File: config.mk
export PLATFORM = sky130hd
export DESIGN_NAME = tdm_demux_2bit
export DESIGN_NICKNAME = d
export VERILOG_FILES = /design/src/rtl/tdm_pkg.sv /design/src/rtl/tdm_chan_reg.sv /design/src/rtl/tdm_demux_2bit.sv
export SDC_FILE = /design/constraint.sdc
export NUM_CORES = 1
export LEC_CHECK = 0
export ABC_AREA = 1
export CORE_MARGIN = 10
export CORE_UTILIZATION = 30
export DETAILED_ROUTE_END_ITERATION = 10
export GPL_TIMING_DRIVEN = 0
export HOLD_SLACK_MARGIN = 0.12
export MAX_ROUTING_LAYER = met4
export PLACE_DENSITY = 0.66
export REMOVE_ABC_BUFFERS = 1
export SLEW_MARGIN = 25
export SYNTH_ARGS = -nofsm -noshare
export SYNTH_HDL_FRONTEND = slang
export SYNTH_SLANG_ARGS = --single-unit
File: constraint.sdc
create_clock -name clk -period 1.97 [get_ports clk]
set_input_delay 0.394 -clock clk [delete_from_list [all_inputs] [get_ports clk]]
set_output_delay 0.394 -clock clk [all_outputs]
set_load 0.01 [all_outputs]
File: src/rtl/tdm_pkg.sv
// tdm_pkg: shared definitions for the 2-bit TDM demultiplexer.
//   - tdm_state_e : frame-alignment FSM states
//   - TDM_WIDTH   : default word width
//   - ERRCNT_W / ERRCNT_MAX : framing-error counter width and saturation value
package tdm_pkg;

  typedef enum logic [1:0] {
    UNLOCKED = 2'd0,
    WAIT_Y   = 2'd1,
    WAIT_X   = 2'd2
  } tdm_state_e;

  localparam int TDM_WIDTH = 2;

  localparam int                ERRCNT_W   = 8;
  localparam logic [ERRCNT_W-1:0] ERRCNT_MAX = 8'hFF;

endpackage

File: src/rtl/tdm_chan_reg.sv
// tdm_chan_reg: per-channel hold register.
// Ports:
//   clk    in  system clock
//   resetn in  synchronous active-low reset
//   load   in  capture d this cycle
//   d      in  data to capture
//   q      out held data (keeps its value until the next load)
//   valid  out one-cycle pulse following each load
module tdm_chan_reg #(
  parameter int WIDTH = 2
) (
  input  logic             clk,
  input  logic             resetn,
  input  logic             load,
  input  logic [WIDTH-1:0] d,
  output logic [WIDTH-1:0] q,
  output logic             valid
);

  logic [WIDTH-1:0] r_q;
  logic             r_valid;

  always_ff @(posedge clk) begin
    if (!resetn) begin
      r_q     <= '0;
      r_valid <= 1'b0;
    end else begin
      r_valid <= load;
      if (load) begin
        r_q <= d;
      end
    end
  end

  assign q     = r_q;
  assign valid = r_valid;

endmodule

File: src/rtl/tdm_demux_2bit.sv
// tdm_demux_2bit: splits an interleaved X/Y stream of words into two
// registered channel outputs with one-cycle valid strobes. sync marks the
// X word of each frame; a frame is X followed by Y.
// Optional feature macro: TDM_DEMUX_ERRCNT_EN (saturating framing-error
// counter on err_count; when undefined err_count is tied to zero).
// Ports:
//   clk, resetn (sync, active-low)
//   din[WIDTH], din_valid, sync      : incoming TDM stream
//   x_out/x_valid, y_out/y_valid     : demultiplexed channels
//   locked                           : frame alignment held
//   frame_err                        : one-cycle framing-violation pulse
//   err_count[8]                     : saturating error count
module tdm_demux_2bit
  import tdm_pkg::*;
#(
  parameter int WIDTH = TDM_WIDTH
) (
  input  logic                clk,
  input  logic                resetn,
  input  logic [WIDTH-1:0]    din,
  input  logic                din_valid,
  input  logic                sync,
  output logic [WIDTH-1:0]    x_out,
  output logic [WIDTH-1:0]    y_out,
  output logic                x_valid,
  output logic                y_valid,
  output logic                locked,
  output logic                frame_err,
  output logic [ERRCNT_W-1:0] err_count
);

  tdm_state_e r_state;
  tdm_state_e w_state_next;
  logic       r_locked;
  logic       r_frame_err;
  logic       w_x_load;
  logic       w_y_load;
  logic       w_err;

  // Decode of the accepted word: which channel captures it, whether it
  // violates framing, and where alignment goes next.
  always_comb begin
    w_x_load     = 1'b0;
    w_y_load     = 1'b0;
    w_err        = 1'b0;
    w_state_next = r_state;
    if (din_valid) begin
      case (r_state)
        UNLOCKED: begin
          // Unsynchronised words are silently dropped until a marker shows up.
          if (sync) begin
            w_x_load     = 1'b1;
            w_state_next = WAIT_Y;
          end
        end
        WAIT_Y: begin
          if (sync) begin
            // Early marker: flag it but treat the word as a fresh X.
            w_err    = 1'b1;
            w_x_load = 1'b1;
          end else begin
            w_y_load     = 1'b1;
            w_state_next = WAIT_X;
          end
        end
        WAIT_X: begin
          if (sync) begin
            w_x_load     = 1'b1;
            w_state_next = WAIT_Y;
          end else begin
            w_err        = 1'b1;
            w_state_next = UNLOCKED;
          end
        end
        default: w_state_next = UNLOCKED;
      endcase
    end
  end

  always_ff @(posedge clk) begin
    if (!resetn) begin
      r_state     <= UNLOCKED;
      r_locked    <= 1'b0;
      r_frame_err <= 1'b0;
    end else begin
      r_state     <= w_state_next;
      r_locked    <= (w_state_next != UNLOCKED);
      r_frame_err <= w_err;
    end
  end

  tdm_chan_reg #(.WIDTH(WIDTH)) u_chan_x (
    .clk    (clk),
    .resetn (resetn),
    .load   (w_x_load),
    .d      (din),
    .q      (x_out),
    .valid  (x_valid)
  );

  tdm_chan_reg #(.WIDTH(WIDTH)) u_chan_y (
    .clk    (clk),
    .resetn (resetn),
    .load   (w_y_load),
    .d      (din),
    .q      (y_out),
    .valid  (y_valid)
  );

  assign locked    = r_locked;
  assign frame_err = r_frame_err;

`ifdef TDM_DEMUX_ERRCNT_EN
  logic [ERRCNT_W-1:0] r_err_count;

  // Counts alongside the frame_err register so both update on the same edge.
  always_ff @(posedge clk) begin
    if (!resetn) begin
      r_err_count <= '0;
    end else if (w_err && (r_err_count != ERRCNT_MAX)) begin
      r_err_count <= r_err_count + 1'b1;
    end
  end

  assign err_count = r_err_count;
`else
  assign err_count = '0;
`endif

endmodule

======== After elaboration in Yosys (flattened, before gate mapping) ========
Cells that the tools add are included.
word-level totals
  register bits after elaboration ......... 10
  output and inout port bits .............. 16
  logic and storage cells ................. 25
operators by class
  equal/unequal tests ..................... 2
  muxes and demuxes ....................... 12
  reductions and logical operators ........ 4
operators with widths
  kind                  number
  $mux W1               7
  $mux W2               3
  $pmux W2 S3           1
  $reduce_or A3 Y1      1
  $eq A2 B1 Y1 const B  1
  $eq A2 B2 Y1 const B  1
  $logic_not A2 Y1      1
  $pmux W1 S2           1
  $reduce_and A2 Y1     1
  $reduce_bool A2 Y1    1

======== Logic depth before layout (Yosys ltp) ========
Gate-level depths: netlist (run 1).
  depth after elaboration ................. 4
  depth in mapped cells ................... 6
  gate-level depth less buffers ........... 6

======== By module ========
From an unflattened synthesis (run 1), not the netlist that was laid out.
unflattened totals
  cells, all modules ...................... 65
  area total of the unflattened synthesis .. 444.2 sq um
modules (own cells, without submodules)
  module          times used  cells each  area each (sq um)  seq. area each (sq um)
  tdm_demux_2bit  1           35          234.0              80.1
  tdm_chan_reg    2           15          105.1              60.1

======== Least setup slack after synthesis (run 1) ========
Ideal clock, no wire load.
  path type ............................... input to register
  from .................................... input din_valid
  to ...................................... register r_locked (netlist: locked)
  library setup time ...................... 114 ps
  data arrival time ....................... 783 ps
  path slack .............................. 1073 ps
  stages .................................. 6
  buffers on the path ..................... 0
  path through ............................ nand2_1 > clkinv_1 > nand2_1 > nand2_1 > nand2_1 > nand2_1
on the way
  word-level cells in the longest chain between the ends .. 2
RTL lines
  element               line                  source
  start, declared       tdm_demux_2bit.sv:21  input logic din_valid,
  $mux W2               tdm_demux_2bit.sv:47  if (din_valid) begin
  $reduce_bool A2 Y1    tdm_demux_2bit.sv:87  r_locked <= (w_state_next != UNLOCKED);
  end signal, assigned  tdm_demux_2bit.sv:87
  end, declared         tdm_demux_2bit.sv:34  logic r_locked;
Every way passes these cells.
A chain may end at the register's enable or synchronous reset.

======== Worst setup path after layout (run 1) ========
  from .................................... register u_chan_x.r_q[0] (netlist: u_chan_x.q[0])
  to ...................................... output x_out[0]
RTL lines
  element                 line                  source
  start, declared         tdm_chan_reg.sv:20    logic [WIDTH-1:0] r_q;
  start signal, assigned  tdm_chan_reg.sv:25    r_q <= '0;
  start signal, assigned  tdm_chan_reg.sv:30    r_q <= d;
  end, declared           tdm_demux_2bit.sv:23  output logic [WIDTH-1:0] x_out,
No word-level cell between the ends.

==> out/results.ini, run 1 <==
[grt]
top_usage_layer=met2
grt_util_met3_pct=4.08
grt_antenna_before_repair=0
grt_pass1_vias=372
use_met2_pct=8.02
overflow=0
track_usage_pct=5.81
grt_start_max_net_pins=9
met1_usage_pct=5.68
grt_pass1_wl_mm=1.49

[flow_run]
drv_cap=0

[layout]
areaGrowthSynthToFinish_pct=31.8
diodes=0
nFillCells=162
finalNonFillerCells=99
nets=90
drive_above_1_share_pct=9.64
fin_area_sq_um=612

[critical_path]
r2r-end=locked
critPathBufInv=1
crit_path_end_kind=output pin
r2r_start=r_state[1]
reg2reg_slack_ns=1.02
slowest_stage=clkdlybuf4s50_1
crit_fanout=2
critPathKind=reg2out
cp_cell_sequence=clkdlybuf4s50_1
critPathRequiredTime_ns=1.58
worst_r2r_path_depth=5
slowest_delay_ns=0.54
worst_setup_path_start_kind=flop
crit_family=buffers and inverters
arrival_ns=1.14

[floorplanning]
ios=22
die-area_sq_um=3520
start_util_pct=31.2
rows=14
dieHeight_um=59.3
core-area_sq_um=1490
fp.dieW_um=59.3

[worst_hold_path]
hp-start=u_chan_y.q[1]
holdPathEnd=u_chan_y.q[1]
hold_class=reg2reg
whs_path_depth=2

[timing]
fmax_mhz=653
period_share_pct=77.7
finalClockSkew_ns=0.00356
setup_tns_ns=0
finalHoldViolations=0
min_period_ns=1.53
rsz0062_at_grt=no
setup_slack_ns=0.439
final-setup-viol-count=0
report.final.slew_viol_count=0

[drt]
vias_per_cell=4.02
drtAntennaViolNets=0
wl_um=919
drtPass1Iterations=2
vias=398
drt-initial-drc-count=5
wl_per_cell_um=9.28
route.detailed.drc=0

[placed_design]
place_inst=95
pre_cts_ws_ns=0.452
hpwl_um=755
place_congestion=0.788
portBuffers=13
place_area_sq_um=576

[synth]
seq_area_frac_synth_pct=43.1
synth_cells=68
ys_ff_latch=10
avgSynthCellArea_sq_um=6.83
synth_area_sq_um=464
synth.area.top_cells=dfxtp_1 (43%), nand2_1 (15%), buf_4 (13%)
yosysWarnings=0
synth_top_area_share_pct=43.1
yosysUniqueCellTypes=12
synth_area_leader_cell=dfxtp_1

[clock_network]
cts_buffers=3
clkSlewWorstSetupHoldPaths_ns=0.06
htree_levels=1
hold_buffers=0
insertion_delay_ns=0.26
clockBufferDepth=2
cts-resized-gates=0
cts_tree=yes
clk_root_buffer_cell=clkbuf_4
post_cts.repair.setup_buffers=0
cts_sinks=10

[power_and_ir_drop]
p_leak_nw=0.300
irDropWorstVdd_v=0.000250
power.total_mw=0.456
powerDensity_nw_per_um2=746

[outcome]
status=finished, final reports clean

## power by group
part / total (mW) / leakage (nW) / switching [mW] / internal, mW
sequential: 0.214 / 0.0817 / 0.00421 / 0.210
combinational: 0.0615 / 0.197 / 0.0333 / 0.0282
clock: 0.180 / 0.0210 / 0.0684 / 0.112
## metrics by stage
| step | hold WS [ns] | util (%) |
|---|---|---|
| 2_1_floorplan | 0.505 | - |
| 3_3_place_gp | 0.462 | 38.7 |
| 3_5_place_dp | 0.472 | 38.7 |
| 4_1_cts | 0.486 | 41.1 |
| 5_1_grt | 0.526 | 41.1 |
| 6_report | 0.478 | 41.1 |
## synth_stat cells, drive strengths merged
| cell | n |
|---|---|
| nand2 | 19 |
| nor2 | 11 |
| dfxtp | 10 |
| buf | 9 |
| inv | 9 |
| nand3 | 5 |
| a21oi | 3 |
| clkinv | 1 |
| conb | 1 |
## flip-flops by register name, indices dropped and copies added (netlist names)
signal	flops
u_chan_y.q	2
frame_err	1
r_state	2
u_chan_x.valid	1
locked	1
u_chan_x.q	2
u_chan_y.valid	1
## worst max-delay path by stage
stage | slack, ns | depth (start not counted) | endpoint | from
floorplan | 1.07 | 6 | locked | din_valid
global placement | 0.46 | 7 | locked | din_valid
detailed placement | 0.45 | 7 | locked | din_valid
CTS | 0.41 | 1 | x_out[0] | u_chan_x.q[0]
global route | 0.39 | 1 | x_out[1] | u_chan_x.q[1]
finish | 0.44 | 1 | x_out[0] | u_chan_x.q[0]
## placed cells by master (no fill, tap or decap)
master and instances:
dfxtp_1 10, clkbuf_8 1, inv_2 2, a21oi_1 3, nor2_1 9, clkinv_1 1
inv_1 7, conb_1 8, nand2_1 19, clkdlybuf4s50_1 13, nor2_2 2, clkbuf_4 3
nand3_1 5
## cell type report
| class | count | area [sq um] | area share, % |
|---|---|---|---|
| flip-flops and latches | 10 | 200 | 32.7 |
| multi-input cells | 46 | 188 | 30.7 |
| repair buffers | 13 | 130 | 21.3 |
| inverters | 10 | 37.5 | 6.13 |
| clock buffers | 4 | 36.3 | 5.93 |
| well taps | 16 | 20.0 | 3.27 |
## kinds of logic (layout without fill, tap and decap cells)
| family | after synthesis | count (layout) | share of synthesized area (%) |
|---|---|---|---|
| AND/OR/NAND/NOR | 35 | 35 | 30.7 |
| buffers and inverters | 19 | 27 | 22.1 |
| flip-flops | 10 | 10 | 43.1 |
| AO/OA/AOI/OAI | 3 | 3 | 3.23 |
| other | 1 | 8 | 0.808 |
## routing by layer
metal / vias to the layer above / part of all wire [%]
met1: 170 / 41
met5: - / 0
li1: 214 / -
met4: 0 / 1.4
met3: 2 / 13
met2: 12 / 44
Power figures use the tool's default switching activity.
==> inputs of run 2 (changes only) <==
==> constraint.sdc (replaced) <==
create_clock -name clk -period 1.6 [get_ports clk]
set_input_delay 0.32 -clock clk [delete_from_list [all_inputs] [get_ports clk]]
set_output_delay 0.32 -clock clk [all_outputs]
set_load 0.01 [all_outputs]
==> results of run 2 <==
The final DEF is identical to that of run 1. Status: finished, final reports clean.
Main changes from that run: setup slack after placement 0.452 ns -> 0.156 ns; setup slack after layout 0.439 ns -> 0.143 ns; register-to-register setup slack 1.02 ns -> 0.65 ns; total power 0.456 mW -> 0.562 mW; worst IR drop on VDD 0.000250 V -> 0.000307 V
==> inputs of run 3 (changes only) <==
--- a/config.mk
+++ b/config.mk
@@ -8,11 +8,11 @@
 export ABC_AREA = 1
 export CORE_MARGIN = 10
 export CORE_UTILIZATION = 30
+export CTS_CLUSTER_DIAMETER = 60
 export DETAILED_ROUTE_END_ITERATION = 10
 export GPL_TIMING_DRIVEN = 0
 export HOLD_SLACK_MARGIN = 0.12
 export MAX_ROUTING_LAYER = met4
-export PLACE_DENSITY = 0.66
 export REMOVE_ABC_BUFFERS = 1
 export SLEW_MARGIN = 25
 export SYNTH_ARGS = -nofsm -noshare
==> run 3 against run 2 <==
Effect of this change: maximum frequency increased by 0.14%; register-to-register slack about the same; critical endpoint unchanged; non-clock buffer count unchanged; largest cell class unchanged.
==> out/results.ini, run 3 (same netlist as run 1, synthesis figures left out) <==
[timing]
min_period_ns=1.46
fmax_mhz=687
rsz0062_at_grt=no
period_share_pct=91.0
report.final.slew_viol_count=0  ; unchanged
setup_slack_ns=0.145
final-setup-viol-count=0  ; unchanged
finalClockSkew_ns=0.00595  ; +0.00239 ns
finalHoldViolations=0  ; unchanged
setup_tns_ns=0  ; unchanged
whs_ns=0.483  ; +0.00515 ns

[worst_hold_path]
hp-start=u_chan_y.q[1]
hold_class=reg2reg

[grt]
grt_antenna_before_repair=0  ; unchanged
grt_start_max_net_pins=9  ; unchanged
overflow=0  ; unchanged
track_usage_pct=5.59  ; -0.22 points
grt_pass1_wl_mm=1.47  ; -1.4%
grt_pass1_vias=360  ; -3.2%

[floorplanning]
dieHeight_um=59.3  ; unchanged
ios=22  ; unchanged
die-area_sq_um=3520  ; unchanged
start_util_pct=31.2  ; unchanged
core-area_sq_um=1490  ; unchanged
rows=14  ; unchanged
fp.dieW_um=59.3  ; unchanged

[layout]
nFillCells=173  ; +6.8%
final_common_cell=nand2_1
finalNonFillerCells=99  ; unchanged
nets=90  ; unchanged
diodes=0  ; unchanged
areaGrowthSynthToFinish_pct=31.8  ; unchanged
drive_above_1_share_pct=9.64  ; unchanged
most-common-layout-cells=nand2_1 (19), clkdlybuf4s50_1 (13), dfxtp_1 (10)

[placed_design]
pre_cts_ws_ns=0.153
place_inst=95  ; unchanged
portBuffers=13  ; unchanged
hpwl_um=817  ; +8.2%
place_congestion=0.809  ; +2.7%

[critical_path]
critPathRequiredTime_ns=1.28
slowest_delay_ns=0.54  ; about the same
critPathKind=reg2out
slowest_stage=clkdlybuf4s50_1
cp_cell_sequence=clkdlybuf4s50_1
worst_setup_path_start_kind=flop
crit_fanout=2  ; unchanged
crit_path_end_kind=output pin
crit_family=buffers and inverters
startpoint=u_chan_x.q[0]
critPathBufInv=1  ; unchanged
r2r_start=r_state[1]
arrival_ns=1.14  ; about the same

[drt]
wl_per_cell_um=9.81  ; +5.7%
wl_um=971  ; +5.7%
drtPass1Iterations=4  ; +2
drtAntennaViolNets=0  ; unchanged
vias_per_cell=4.05  ; +0.75%
route.detailed.drc=0  ; unchanged
drt-initial-drc-count=3  ; -2
vias=401  ; +0.75%

[power_and_ir_drop]
p_leak_nw=0.300  ; unchanged
power.total_mw=0.562
powerDensity_nw_per_um2=918
irDropWorstVdd_v=0.000235

[clock_network]
clk_root_buffer_cell=clkbuf_4
cts_tree=yes
post_cts.repair.setup_buffers=0  ; unchanged
clockBufferDepth=2  ; unchanged
insertion_delay_ns=0.26  ; about the same
hold_buffers=0  ; unchanged
cts-resized-gates=0  ; unchanged
cts_buffers=3  ; unchanged
cts_sinks=10  ; unchanged
clkSlewWorstSetupHoldPaths_ns=0.07  ; about the same
htree_levels=1  ; unchanged

[flow_run]
drv_cap=0  ; unchanged

[outcome]
status=finished, final reports clean

## run 3: cell counts in the layout (fill, tap and decap cells not counted)
No cell type changed its count.
## run 3: worst paths after layout
| kind | depth (start not counted) | endpoint | slack, ns |
|---|---|---|---|
| setup / recovery | 1 | x_out[0] | 0.14 |
| hold reg to reg | 2 | u_chan_y.q[1] | 0.48 |
| setup reg to reg | 5 | locked | 0.64 |
| hold / removal | 2 | u_chan_y.q[1] | 0.48 |
## run 3: cell type report
class	count	area, sq um	share of cell area, %
Timing Repair Buffer	13	130	21.3
Inverter	10	37.5	6.13
Sequential cell	10	200	32.7
Clock buffer	4	36.3	5.93
Tap cell	16	20.0	3.27
Multi-Input combinational cell	46	188	30.7
## run 3: where the power goes
part	switching (mW)	internal (mW)
Combinational	0.0411	0.0347
Clock	0.0837	0.138
Sequential	0.00547	0.259
## run 3: metrics by stage
stage	utilization (%)	cell area (sq um)
after floorplan	-	425
after global placement	38.7	576
after detailed placement	38.7	576
after CTS	41.1	612
after global routing	41.1	612
final	41.1	612
## run 3: per-layer routing
metal,global-route usage [%],wire length [um],up-vias
met5,-,0,-
met4,4.92,24,0
met3,2.15,67,2
met2,9.36,513,10
met1,4.71,366,175
li1,-,-,214
